**src/rtl/sprite_row_reader.sv**
```systemverilog
// Fetches a run of mirrored sprite bytes from a synchronous ROM and streams
// the un-mirrored pixels left to right over a valid/ready handshake.
module sprite_row_reader #(
   parameter int ADDR_W = 12,
   parameter int CNT_W  = 8
) (
   input  logic              clk,
   input  logic              rst,
   input  logic              start,
   input  logic [ADDR_W-1:0] base_addr,
   input  logic [CNT_W-1:0]  nbytes,
   output logic              busy,
   output logic              rom_en,
   output logic [ADDR_W-1:0] rom_addr,
   input  logic [7:0]        rom_data,
   output logic              pix_valid,
   input  logic              pix_ready,
   output logic              pix_data,
   output logic              pix_attr,
   output logic              pix_last,
   output logic              done
);

   typedef enum logic [2:0] {
      IDLE,
      FETCH,
      CAPTURE,
      SHIFT,
      FIN
   } state_t;

   localparam logic [ADDR_W-1:0] ADDR_ONE = 1;
   localparam logic [CNT_W-1:0]  CNT_ONE  = 1;

   state_t            state;
   logic [ADDR_W-1:0] addr;
   logic [CNT_W-1:0]  remaining;
   logic [6:0]        px;
   logic [2:0]        index;
   logic [6:0]        unmirrored;

   // Stored bit 6-k holds pixel k; bit 7 is the attribute and stays put.
   always_comb begin
      unmirrored = '0;
      for (int k = 0; k < 7; k++) begin
         unmirrored[k] = rom_data[6-k];
      end
   end

   // Outputs are loaded on the transition into a state so they are valid for
   // exactly the cycles that state is occupied.
   always_ff @(posedge clk) begin
      if (rst) begin
         state     <= IDLE;
         addr      <= '0;
         remaining <= '0;
         px        <= '0;
         index     <= '0;
         busy      <= 1'b0;
         rom_en    <= 1'b0;
         rom_addr  <= '0;
         pix_valid <= 1'b0;
         pix_data  <= 1'b0;
         pix_attr  <= 1'b0;
         pix_last  <= 1'b0;
         done      <= 1'b0;
      end else begin
         case (state)
            IDLE: begin
               done <= 1'b0;
               busy <= 1'b0;
               if (start) begin
                  busy <= 1'b1;
                  if (nbytes != '0) begin
                     addr      <= base_addr;
                     remaining <= nbytes;
                     rom_en    <= 1'b1;
                     rom_addr  <= base_addr;
                     state     <= FETCH;
                  end else begin
                     done  <= 1'b1;
                     state <= FIN;
                  end
               end
            end
            FETCH: begin
               rom_en <= 1'b0;
               state  <= CAPTURE;
            end
            CAPTURE: begin
               px        <= unmirrored;
               index     <= 3'd0;
               addr      <= addr + ADDR_ONE;
               remaining <= remaining - CNT_ONE;
               pix_valid <= 1'b1;
               pix_data  <= unmirrored[0];
               pix_attr  <= rom_data[7];
               pix_last  <= 1'b0;
               state     <= SHIFT;
            end
            SHIFT: begin
               if (pix_valid && pix_ready) begin
                  if (index != 3'd6) begin
                     index    <= index + 3'd1;
                     pix_data <= px[index + 3'd1];
                     pix_last <= (index == 3'd5) && (remaining == '0);
                  end else begin
                     pix_valid <= 1'b0;
                     pix_data  <= 1'b0;
                     pix_attr  <= 1'b0;
                     pix_last  <= 1'b0;
                     if (remaining != '0) begin
                        rom_en   <= 1'b1;
                        rom_addr <= addr;
                        state    <= FETCH;
                     end else begin
                        done  <= 1'b1;
                        state <= FIN;
                     end
                  end
               end
            end
            FIN: begin
               done  <= 1'b0;
               busy  <= 1'b0;
               state <= IDLE;
            end
            default: begin
               state <= IDLE;
            end
         endcase
      end
   end

endmodule
```
**config.mk**
```make
export PLATFORM = sky130hd
export DESIGN_NAME = sprite_row_reader
export DESIGN_NICKNAME = d
export VERILOG_FILES = /design/src/rtl/sprite_row_reader.sv
export SDC_FILE = /design/constraint.sdc
export NUM_CORES = 1
export LEC_CHECK = 0
export ABC_AREA = 1
export CORE_ASPECT_RATIO = 2
export CORE_MARGIN = 10
export CORE_UTILIZATION = 53
export CTS_CLUSTER_SIZE = 28
export DETAILED_ROUTE_END_ITERATION = 7
export PLACE_DENSITY_LB_ADDON = 0.15
export SLEW_MARGIN = 10
export SYNTH_ARGS = -nofsm -noshare
export SYNTH_HDL_FRONTEND = slang
export SYNTH_SLANG_ARGS = --single-unit
```
**constraint.sdc**
```tcl
create_clock -name clk -period 1.8 [get_ports clk]
set_input_delay 0.54 -clock clk [delete_from_list [all_inputs] [get_ports clk]]
set_output_delay 0.54 -clock clk [all_outputs]
set_load 0.05 [all_outputs]
```
After elaboration in Yosys (flattened, before gate mapping)
Index checks and enable logic that the tools add are counted.
{ "word_totals": {"out_inout_bits": 19, "regBits": 52, "wordCells": 95, "inputBits": 32} }
{ "classes": {"n_reduce_logical": 20, "eq_ne": 13, "n_mux": 45, "n_lt_le_gt_ge": 1, "add_sub_neg": 3} }
{ "op_table": {"columns": ["op", "count"], "rows": [
  ["two-way mux 12 bit", 5],
  ["case mux 12 bit (2 select lines)", 2],
  ["two-way mux 3 bit", 7],
  ["two-way mux 1 bit", 18],
  ["two-way mux 8 bit", 2],
  ["case mux 8 bit (2 select lines)", 1],
  ["nonzero test 8 bit", 2],
  ["inequality test 2 bit, second input constant", 7],
  ["adder 12 x 1 -> 12 bit, second input constant", 1],
  ["case mux 3 bit (4 select lines)", 1],
  ["AND reduction 3 bit", 4],
  ["AND reduction 6 bit", 2],
  ["case mux 1 bit (2 select lines)", 5],
  ["logical NOT 8 bit", 1],
  ["nonzero test 2 bit", 4],
  ["subtractor 8 x 1 -> 8 bit, second input constant", 1],
  ["equality test 3 x 2 -> 1 bit, second input constant", 2],
  ["equality test 3 bit, second input constant", 2],
  ["case mux 1 bit (3 select lines)", 2],
  ["case mux 3 bit (2 select lines)", 1],
  ["nonzero test 3 bit", 2],
  ["less-than comparator 3 x 4 -> 1 bit, second input constant", 1],
  ["AND reduction 4 bit", 1],
  ["adder 3 x 1 -> 3 bit, second input constant", 1],
  ["6 further kinds", 7]
]} }

Longest topological paths before layout
{ "logic_depth": {"word_depth": 6, "depth_mapped": 13, "ltp_nobuf": 12} }

Least setup slack after synthesis
Ideal clock, no wire load.
{ "synth_timing": {"path_type": "register to register", "start": "register pix_valid", "end": "register rom_addr[10]", "setup_time_ps": 114, "t_arrival_ps": 1623, "path_buffers": 1, "path_stages_with_launch": 11, "synth_period_minus_slack_ps": 1737, "path_slack_ps": 63, "required_ps": 1686, "path_cell_list": "dfxtp_1 -> nand2_1 -> o21ai_2 -> nand2_1 -> inv_2 -> nand2_2 -> nor2_4 -> buf_6 -> nand2_1 -> nand2_1 -> nor2_1"} }
{ "synth_via": {"elab_chain_cells": 3} }
{ "synth_lines": {"columns": ["item", "line", "rtl"], "rows": [
  ["start, declared", "16", "output logic pix_valid,"],
  ["start signal, assigned", "62", "pix_valid <= 1'b0;"],
  ["start signal, assigned", "95", "pix_valid <= 1'b1;"],
  ["start signal, assigned", "108", "pix_valid <= 1'b0;"],
  ["logical AND 1 bit", "102", "if (pix_valid && pix_ready) begin"],
  ["inequality test 2 bit (no line)", null, null],
  ["AND reduction 6 bit (no line)", null, null],
  ["end signal, assigned", "78", "rom_addr <= base_addr;"],
  ["end signal, assigned", "114", "rom_addr <= addr;"],
  ["end, declared", "14", "output logic [ADDR_W-1:0] rom_addr,"]
]} }
No other way between the ends.
A chain may end at the register's enable or synchronous reset.

Worst setup path after layout
{ "layout_timing": {"start": "input nbytes[6]", "end": "register remaining[4]"} }
{ "layout_via": {"elab_chain_cells": 3} }
{ "layout_lines": {"columns": ["item", "line", "rtl"], "rows": [
  ["start, declared", "11", "input logic [CNT_W-1:0] nbytes,"],
  ["nonzero test 8 bit", "74", "if (nbytes != '0) begin"],
  ["inequality test 2 bit (no line)", null, null],
  ["AND reduction 3 bit (no line)", null, null],
  ["end signal, assigned", "76", "remaining <= nbytes;"],
  ["end signal, assigned", "94", "remaining <= remaining - CNT_ONE;"],
  ["end, declared", "37", "logic [CNT_W-1:0] remaining;"]
]} }
No other way between the ends.

==> results.yml <==
logic_synthesis:
  avgSynthCellArea_um2: 6.235
  syn-num-nets: 508
  synth_seq_cells: 52
  netlist_instances: 471
  syn_area_mm2: 0.002937
  yosysSeqAreaShare_pct: 35.45
  synth_cell_type_count: 31
  yosysWarnings: 0
routing:
  drtIter0Drc: 223
  routed_wl_um: 9026
  num_vias: 3291
  antenna_left: 0
  drc: 0
  wl_per_cell_um: 14.94
  first_pass_iters: 4
  via_per_inst: 5.449
worst_setup_path:
  worstPathCellList: "clkdlybuf4s50_1 > nor2_2 > nand2_2 > o21ai_4 > nand2_2 > nand2_4 > buf_4 > nand2_1 > a21oi_2"
  cpMaxStageDelayCell: "clkdlybuf4s50_1"
  start_kind: "primary input"
  critPathMaxStageDelay_ns: 0.46
  cp_common_cell: "nand2_2"
  worstPathMaxFanout: 3
  cp-end-kind: "register"
  critPathRequiredTime_ns: 2.06
  worstPathArrival_ns: 2.08
  criticalPathCategory: "in2reg"
timing:
  fmax_mhz: 547.7
  finalCritPeriodShare_pct: 101.4
  relSlewSlack_pct: 71.90
  tightest_slew_ns: 0.4171
  worst_slack_ns: -0.02588
  timing.final.max_slew_violations: 0
  fin_crit_ns: 1.826
  setup_viol: 1
  hold_violations: 0
  setup-tns-final_ns: -0.02588
  skew_ns: 0.01210
finish:
  drive_gt1_share_pct: 16.18
  synthToLayoutAreaGrowth_pct: 34.98
  num-fill-cells: 466
  n_antenna_cell: 0
  fin_nets: 580
  final_common_cell: "nand2_1"
  final_cell_mix: "nand2_1 (145), nor2_1 (61), dfxtp_1 (51)"
  area.sequential_mm2: 0.001042
  multi_input_area_mm2: 0.001725
  final_area_mm2: 0.003964
placement:
  io_buffers: 50
  hpwl_um: 6339
  gp_congestion: 0.8620
  placed_cell_area_mm2: 0.003656
power_and_ir_drop:
  p_seq_share_pct: 26.2
  vdd_drop_max_mv: 1.309
  combPwrFrac_pct: 62.3
  p_leak_nw: 1.809
  cellPowerDensity_mw_per_mm2: 1969
  switching_power_mw: 3.798
  pwr-share-clk_pct: 11.5
  p_sw_share_pct: 48.67
  p_int_mw: 4.006
grt:
  grt_use_met1_pct: 16.53
  grt_pass1_vias: 3196
  grt_overflow: 0
  grt_max_degree: 31
  antenna_found_initial: 0
  grt_util_all_layers_pct: 19.34
  grt_pass1_wl_um: 14430
  grt_use_met2_pct: 37.13
  met3_usage_pct: 4.434
  grt_busiest_layer: "met2"
status:
  violations: "setup timing"
  outcome: "finished with violations"
clock_network:
  cts.sinks: 52
  ctsHoldBuffers: 0
  cts_tree: "built"
  h-tree-depth: 2
  path_clk_slew_ns: 0.10
  cts.path.max_buffers: 2
  clockRootBuffer: "clkbuf_8"
  clk_latency_ns: 0.32
  numCtsBuffers: 5
floorplan:
  die_area_mm2: 0.009099
  start_util_pct: 54.18
  ios: 51
  die_width_um: 72.64
  core_area_mm2: 0.005420
  die_h_um: 125.3
  fp-row-count: 38
run:
  drv_cap: 0
worst_hold_path:
  worst_hold_path_type: "reg2reg"
## layout make-up
class | instances | area share, %
Sequential cell | 52 | 26.29
Timing Repair Buffer | 79 | 20.42
Clock buffer | 7 | 2.431
Clock inverter | 1 | 0.7576
Multi-Input combinational cell | 357 | 43.53
Inverter | 48 | 4.672
Tap cell | 60 | 1.894
## cells in the mapped netlist
| cell | number | area, um^2 |
|---|---|---|
| a21boi_0 | 1 | 7.510 |
| a22o_1 | 1 | 8.760 |
| nor3_1 | 2 | 10.01 |
| nand2_1 | 148 | 555.5 |
| inv_1 | 45 | 168.9 |
| nand2_2 | 3 | 18.77 |
| o211ai_1 | 3 | 22.52 |
| nand3_1 | 25 | 125.1 |
| a21oi_1 | 34 | 170.2 |
| nor2_1 | 68 | 255.2 |
| dfxtp_1 | 52 | 1041 |
| clkbuf_1 | 6 | 22.52 |
| a211oi_1 | 1 | 7.510 |
| buf_6 | 1 | 11.26 |
| buf_4 | 2 | 15.01 |
| nand3_2 | 2 | 20.02 |
| inv_2 | 3 | 11.26 |
| nor2_4 | 2 | 22.52 |
| or2_2 | 1 | 6.260 |
| a21oi_4 | 1 | 16.27 |
| o21ai_2 | 3 | 26.28 |
| o21bai_1 | 1 | 7.510 |
| a31oi_1 | 1 | 6.260 |
| xor2_1 | 2 | 17.52 |
| o21ai_0 | 45 | 225.2 |
| nor2_2 | 1 | 6.260 |
| buf_2 | 8 | 40.04 |
| ha_1 | 5 | 62.56 |
| nand3b_1 | 1 | 7.510 |
| xnor2_1 | 1 | 8.760 |
| nand4_1 | 2 | 12.51 |
## critical path: cells and delay by family
kind                   cells  cell delay (ns)
AO/OA/AOI/OAI              2             0.35
buffers and inverters      2             0.60
AND/OR/NAND/NOR            5             0.60
## kinds of logic after synthesis
logic type	Yosys count	share of synthesized area, %
buffers and inverters	65	9.160
DFF	52	35.45
and+or+nand+nor	255	35.41
xor gates and xnor gates	3	0.8949
AOI/OAI and AO/OA	91	16.96
adders and majority gates	5	2.130
## per-stage QoR
step                instances  total power [mW]  setup WS [ns]  hold WS (ns)  util (%)
floorplan                 471             4.854        0.06319        0.4244         -
global placement          588             6.168        -0.3464        0.4378     67.45
detailed placement        588             6.272        -0.3977        0.4431     67.45
CTS                       599             7.351        0.01658        0.4556     70.54
global route              604             8.385        -0.1070        0.4745     73.13
finish                    604             7.804       -0.02588        0.4505     73.13
## flip-flops by register name, indices dropped and copies added, names as in the netlist
signal,flops
index,3
pix_last,1
pix_valid,1
rom_en,1
pix_attr,1
rom_addr,12
remaining,8
px,7
state,3
addr,12
pix_data,1
busy,1
done,1
## power by group through the flow
stage               Combinational [mW]  Clock (mW)  Sequential [mW]
floorplan                         2.23           0             2.63
global placement                  4.13           0             2.04
detailed placement                4.21           0             2.06
CTS                               4.41       0.905             2.04
global route                      5.34       0.939             2.11
finish                            4.86       0.896             2.05
## final timing paths
path / startpoint / endpoint / slack [ns] / depth (start not counted)
worst max-delay path: nbytes[6] / remaining[4] / -0.03 / 9
worst min-delay path: px[5] / px[5] / 0.45 / 2
worst max register to register: remaining[1] / rom_addr[1] / 0.13 / 11
worst min register to register: px[5] / px[5] / 0.45 / 2
## metal layers
layer / share of wire [%] / routed length (um)
met4: 5.7 / 515
met5: 0 / 0
met2: 57 / 5169
met3: 5.7 / 515
met1: 31 / 2826
## repair_timing
action                     CTS  global route
pin swaps                    3            11
hold endpoints to repair     0             0
setup buffers                2             2
cloned                       1             3
gates resized for setup      2            27
setup endpoints to repair   19            31
Power figures use the tool's default switching activity.
